<file path="config.mk">
export PLATFORM = sky130hd
export DESIGN_NAME = core_readout_scheduler
export DESIGN_NICKNAME = d
export VERILOG_FILES = /design/src/rtl/core_readout_scheduler.sv
export SDC_FILE = /design/constraint.sdc
export NUM_CORES = 1
export LEC_CHECK = 0
export BUFFER_PORTS_ARGS = -buffer_cell sky130_fd_sc_hd__buf_2
export CAP_MARGIN = 25
export CORE_MARGIN = 2
export CORE_UTILIZATION = 45
export DETAILED_ROUTE_END_ITERATION = 12
export PLACE_DENSITY_LB_ADDON = 0.2
export SETUP_SLACK_MARGIN = 0.1
export SYNTH_ARGS = -nofsm -noshare
export SYNTH_HDL_FRONTEND = slang
export SYNTH_SLANG_ARGS = --single-unit
</file>
<file path="constraint.sdc">
create_clock -name clk -period 3.2 [get_ports clk]
set_input_delay 0.64 -clock clk [delete_from_list [all_inputs] [get_ports clk]]
set_output_delay 0.64 -clock clk [all_outputs]
set_load 0.02 [all_outputs]
</file>
<file path="src/rtl/core_readout_scheduler.sv">
// Round-robin readout scheduler: grants one finished core at a time to the shared
// output scanner, acknowledges it once drained, and aborts stalled streams via a watchdog.
module core_readout_scheduler #(
  parameter int unsigned M_COUNT        = 4,
  parameter int unsigned TIMEOUT_CYCLES = 1024,
  parameter int unsigned CNT_W          = 16
) (
  input  logic                       clk,
  input  logic                       resetb,
  input  logic                       enable,
  input  logic [M_COUNT-1:0]         core_done,
  input  logic                       out_valid,
  input  logic                       out_ready,
  input  logic                       out_last,
  output logic [M_COUNT-1:0]         access_core,
  output logic [M_COUNT-1:0]         core_ack,
  output logic                       busy,
  output logic                       timeout,
  output logic [$clog2(M_COUNT)-1:0] err_core,
  output logic [CNT_W-1:0]           drained_cnt
);

  localparam int unsigned       CORE_W   = $clog2(M_COUNT);
  localparam int unsigned       WD_W     = (TIMEOUT_CYCLES > 0) ? $clog2(TIMEOUT_CYCLES + 1) : 1;
  localparam logic [WD_W-1:0]   WD_LIMIT = WD_W'(TIMEOUT_CYCLES);
  localparam logic [CORE_W-1:0] LAST_RST = CORE_W'(M_COUNT - 1);
  localparam logic [M_COUNT-1:0] ONE_HOT0 = M_COUNT'(1);

  typedef enum logic [1:0] {
    S_IDLE,
    S_GRANT,
    S_RELEASE,
    S_COOL
  } state_t;

  state_t              r_state, w_state_nxt;
  logic [CORE_W-1:0]   r_grant_idx, w_grant_idx_nxt;
  logic [CORE_W-1:0]   r_last_idx, w_last_idx_nxt;
  logic [CORE_W-1:0]   r_err_core, w_err_core_nxt;
  logic [WD_W-1:0]     r_wd, w_wd_nxt;
  logic [M_COUNT-1:0]  r_access, w_access_nxt;
  logic [M_COUNT-1:0]  r_ack, w_ack_nxt;
  logic                r_busy, w_busy_nxt;
  logic                r_timeout, w_timeout_nxt;
  logic [CNT_W-1:0]    r_cnt, w_cnt_nxt;

  logic                w_beat, w_fin, w_wd_expired;
  logic                w_found;
  logic [CORE_W-1:0]   w_winner;
  logic [31:0]         w_cand;

  assign w_beat       = out_valid & out_ready;
  assign w_fin        = w_beat & out_last;
  assign w_wd_expired = (TIMEOUT_CYCLES != 0) && (r_wd == WD_LIMIT);

  // Search begins one past the previous winner and wraps, so the last-served core ranks lowest.
  always_comb begin
    w_found  = 1'b0;
    w_winner = '0;
    w_cand   = '0;
    for (int unsigned off = 1; off <= M_COUNT; off++) begin
      w_cand = {{(32-CORE_W){1'b0}}, r_last_idx} + off;
      if (w_cand >= M_COUNT) begin
        w_cand = w_cand - M_COUNT;
      end
      if (!w_found && core_done[w_cand[CORE_W-1:0]]) begin
        w_found  = 1'b1;
        w_winner = w_cand[CORE_W-1:0];
      end
    end
  end

  always_comb begin
    w_state_nxt     = r_state;
    w_grant_idx_nxt = r_grant_idx;
    w_last_idx_nxt  = r_last_idx;
    w_err_core_nxt  = r_err_core;
    w_wd_nxt        = r_wd;
    w_access_nxt    = r_access;
    w_ack_nxt       = '0;
    w_timeout_nxt   = 1'b0;
    w_cnt_nxt       = r_cnt;
    case (r_state)
      S_IDLE: begin
        w_access_nxt = '0;
        if (enable && w_found) begin
          w_grant_idx_nxt = w_winner;
          w_last_idx_nxt  = w_winner;
          w_wd_nxt        = '0;
          w_access_nxt    = ONE_HOT0 << w_winner;
          w_state_nxt     = S_GRANT;
        end
      end
      S_GRANT: begin
        // A final beat takes priority over a watchdog that has just reached its limit.
        if (w_fin) begin
          w_state_nxt  = S_RELEASE;
          w_access_nxt = '0;
          w_ack_nxt    = ONE_HOT0 << r_grant_idx;
          if (r_cnt != '1) begin
            w_cnt_nxt = r_cnt + 1'b1;
          end
        end else if (w_wd_expired) begin
          w_state_nxt    = S_RELEASE;
          w_access_nxt   = '0;
          w_ack_nxt      = ONE_HOT0 << r_grant_idx;
          w_timeout_nxt  = 1'b1;
          w_err_core_nxt = r_grant_idx;
        end else if (w_beat) begin
          w_wd_nxt = '0;
        end else if (r_wd != WD_LIMIT) begin
          w_wd_nxt = r_wd + 1'b1;
        end
      end
      S_RELEASE: begin
        w_access_nxt = '0;
        w_state_nxt  = S_COOL;
      end
      S_COOL: begin
        w_access_nxt = '0;
        w_state_nxt  = S_IDLE;
      end
      default: begin
        w_access_nxt = '0;
        w_state_nxt  = S_IDLE;
      end
    endcase
    w_busy_nxt = (w_state_nxt != S_IDLE);
  end

  always_ff @(posedge clk or negedge resetb) begin
    if (!resetb) begin
      r_state <= S_IDLE;
    end else begin
      r_state <= w_state_nxt;
    end
  end

  always_ff @(posedge clk or negedge resetb) begin
    if (!resetb) begin
      r_grant_idx <= '0;
      r_last_idx  <= LAST_RST;
      r_err_core  <= '0;
      r_wd        <= '0;
      r_access    <= '0;
      r_ack       <= '0;
      r_busy      <= 1'b0;
      r_timeout   <= 1'b0;
      r_cnt       <= '0;
    end else begin
      r_grant_idx <= w_grant_idx_nxt;
      r_last_idx  <= w_last_idx_nxt;
      r_err_core  <= w_err_core_nxt;
      r_wd        <= w_wd_nxt;
      r_access    <= w_access_nxt;
      r_ack       <= w_ack_nxt;
      r_busy      <= w_busy_nxt;
      r_timeout   <= w_timeout_nxt;
      r_cnt       <= w_cnt_nxt;
    end
  end

  assign access_core = r_access;
  assign core_ack    = r_ack;
  assign busy        = r_busy;
  assign timeout     = r_timeout;
  assign err_core    = r_err_core;
  assign drained_cnt = r_cnt;

endmodule
</file>
==> run metrics <==
status complete, no violations; HPWL Detailed between 3000 and 4000 um; area of the core 4720 um^2; DRT Pass-1 Iters 4; Fin Setup TNS 0 ns; synth warn 0; reg2reg start r_wd[3]; Worst EP required 3.38 ns; Worst Setup Path Type register to register; Buf/Inv on CP 0; CP max-delay cell dfrtp_1; Max-cap violations 0; Crit path arrival time 2.05 ns; Pwr Total 0.00174 W; CTS clk-pin slew, worst paths 0.08 ns; r2r endpoint err_core[1]; PostCTS Resize Cnt 0; final setup fails 0; via/cell ratio 5.34; Post-synth EDFFs 0; Die Y about 74 um; Critical Path Start Type register; Total Die Area approximately 5400 um^2; fraction of registers with async set/reset 100%; largest net degree at the start of global routing 46; max-slew violations 0; share of layout cells above drive strength 1 23.7%; worst r2r path cells 4; FP Rows 25; syn_area_per_cell between 10 and 15 um^2; routed len/inst 13.7 um; dpl ws 1.13 ns; Leakage Power 1.27 nW; final setup margin 1.32 ns; ANT nets after route 0; Min-Delay Path Class input pin to asynchronous set/reset pin; Layout Nets 265; pwr/cell area 677 nW/um^2; Root Buffer clkbuf_8; setup bufs post-CTS 0; Max Fclk 532 MHz; syn nets approximately 220; top cell type by total area after synthesis dfrtp_1; grt total ovfl 0; Yosys top cell area share 49.1%; # hold bufs at CTS 0; first-pass GRT wire length between 7000 and 8000 um; GRT Resource Usage Total between 10% and 20%; Crit Path Max Fanout 9; crit path time final 1.88 ns; DR vias 1708; DRC violations left 0; RePlAce Congestion roughly 0.80; R2R setup slack 1.32 ns; vias in the first global route 1659; Clock Sinks 45; Crit path largest cell delay 0.44 ns; RSZ-0062 raised after global routing false; register area share after synthesis around 51%; Die Span X 73.8 um; Clock Tree Buf Depth 2; initial antenna violation count 0; Top delay family on crit path simple AND/OR/NAND/NOR gates; initial drt markers 84; VDD IR max 0.397 mV; Area growth syn-to-layout 17.5%; Post-Syn Area 2190 um^2; clock latency on the worst-skew pair 0.28 ns; final hold vios 0; main area contributors after synthesis dfrtp_1, xor2_1, nand3_1, a31oi_1, nand2_1; Antenna diodes 0; Netlist cell types 46; Max-slew headroom between 60% and 70%; Top Ports 38; Synth Register Bits 45; final WL 4380 um; Initial Util between 40% and 50%; CTS tree done; Setup crit end kind register; CTS HTree Levels 2; Num CTS Buffers 5; Worst-Margin Slew 0.526 ns; input/output buffers 37; CP Cell Sequence nor4_1 -> nand4_2 -> nor2_1 -> mux2_2; Cells after Synth 209; skew final about 0.0036 ns; crit share post-route 58.7%; Most used DFF post-synth dfrtp_1
[cells by family after synthesis]
logic type | after synthesis | synth area share (%)
compound gates | 33 | 10.6
xor+xnor | 16 | 6.39
fa+ha+maj | 3 | 1.71
buf+inv | 12 | 2.57
flops | 45 | 51.5
mux | 5 | 2.45
simple gates | 95 | 24.9
[synth_stat cells, types with 4 or more instances]
library cell,number
nor4_1,6
nand3_1,16
inv_1,7
a21oi_1,4
nand2_1,17
o211ai_1,4
nor3_1,7
and3b_1,4
xor2_1,11
xnor2_1,5
nand2b_1,7
a31oi_1,11
nor2_1,8
nand4_1,6
and3_1,5
dfrtp_1,43
[per-stage QoR]
stage | hold slack (ns) | instance area, um^2 | util [%] | instances
2_1_floorplan | 0.344 | 2190 | - | 209
3_3_place_gp | 0.473 | 2450 | 52.0 | 311
3_5_place_dp | 0.473 | 2450 | 52.0 | 311
4_1_cts | 0.494 | 2560 | 54.1 | 319
5_1_grt | 0.295 | 2580 | 54.5 | 320
6_report | 0.283 | 2580 | 54.5 | 320
[routing by layer]
layer	up-vias	global-route usage, %	part of all wire (%)
met5	-	0	0
met4	0	4.85	0.66
met3	2	4.39	3.1
met2	28	28.6	47
met1	822	25.0	49
li1	856	-	-
[worst max path at each step]
| stage | from | cells past startpoint | end | slack [ns] |
|---|---|---|---|---|
| finish | r_wd[3] | 4 | err_core[1] | 1.32 |
| global route | r_wd[7] | 4 | core_ack[0] | 1.11 |
| CTS | r_wd[7] | 4 | err_core[1] | 1.30 |
| detailed placement | out_valid | 5 | drained_cnt[6] | 1.13 |
| global placement | out_valid | 5 | drained_cnt[6] | 1.16 |
| floorplan | out_last | 5 | drained_cnt[6] | 1.33 |
[layout by cell type, fill, tap and decap left out, types with 2 or more instances in the layout]
master,count
or2_2,2
mux2i_1,2
or4_1,3
buf_4,3
a21o_1,2
and4_1,2
o211ai_1,4
dfrtp_1,43
inv_1,7
nor2_1,8
nand4_1,6
nor2b_1,3
o31ai_1,2
xnor2_1,5
nor4_1,6
a31oi_1,11
a21oi_1,4
xor2_1,11
mux2_2,3
nor3b_1,2
nand2_1,17
and3b_1,4
and3_1,5
nor3_1,7
ha_1,3
buf_2,37
clkbuf_8,7
nand2b_1,7
dfstp_2,2
nand3_1,16
o2bb2ai_1,3
[registers in the layout, indices dropped and copies added, names as in the netlist]
signal,count
access_core,4
busy,1
core_ack,4
drained_cnt,16
err_core,2
r_grant_idx,2
r_last_idx,2
r_state,2
r_wd,11
timeout,1
[worst reg2reg max path, stage by stage, from the launching register on]
cell and delay (ns):
dfrtp_1 0.44, nor4_1 0.37, nand4_2 0.29, nor2_1 0.30
mux2_2 0.36
[power by group]
| group | internal [W] | switching (W) |
|---|---|---|
| sequential | 0.000689 | 0.000113 |
| clock | 0.000195 | 0.000179 |
| combinational | 0.000219 | 0.000348 |
[cell type report]
type                       count  area, um^2
fill                         437        2150
sequential                    45        1130
multi-input combinational    152        1010
timing repair buffer          41         228
clock buffer                   7        96.3
tap                           67        83.8
inverter                       7        26.3
clock inverter                 1        5.00
(Power assumes the default switching activity.)
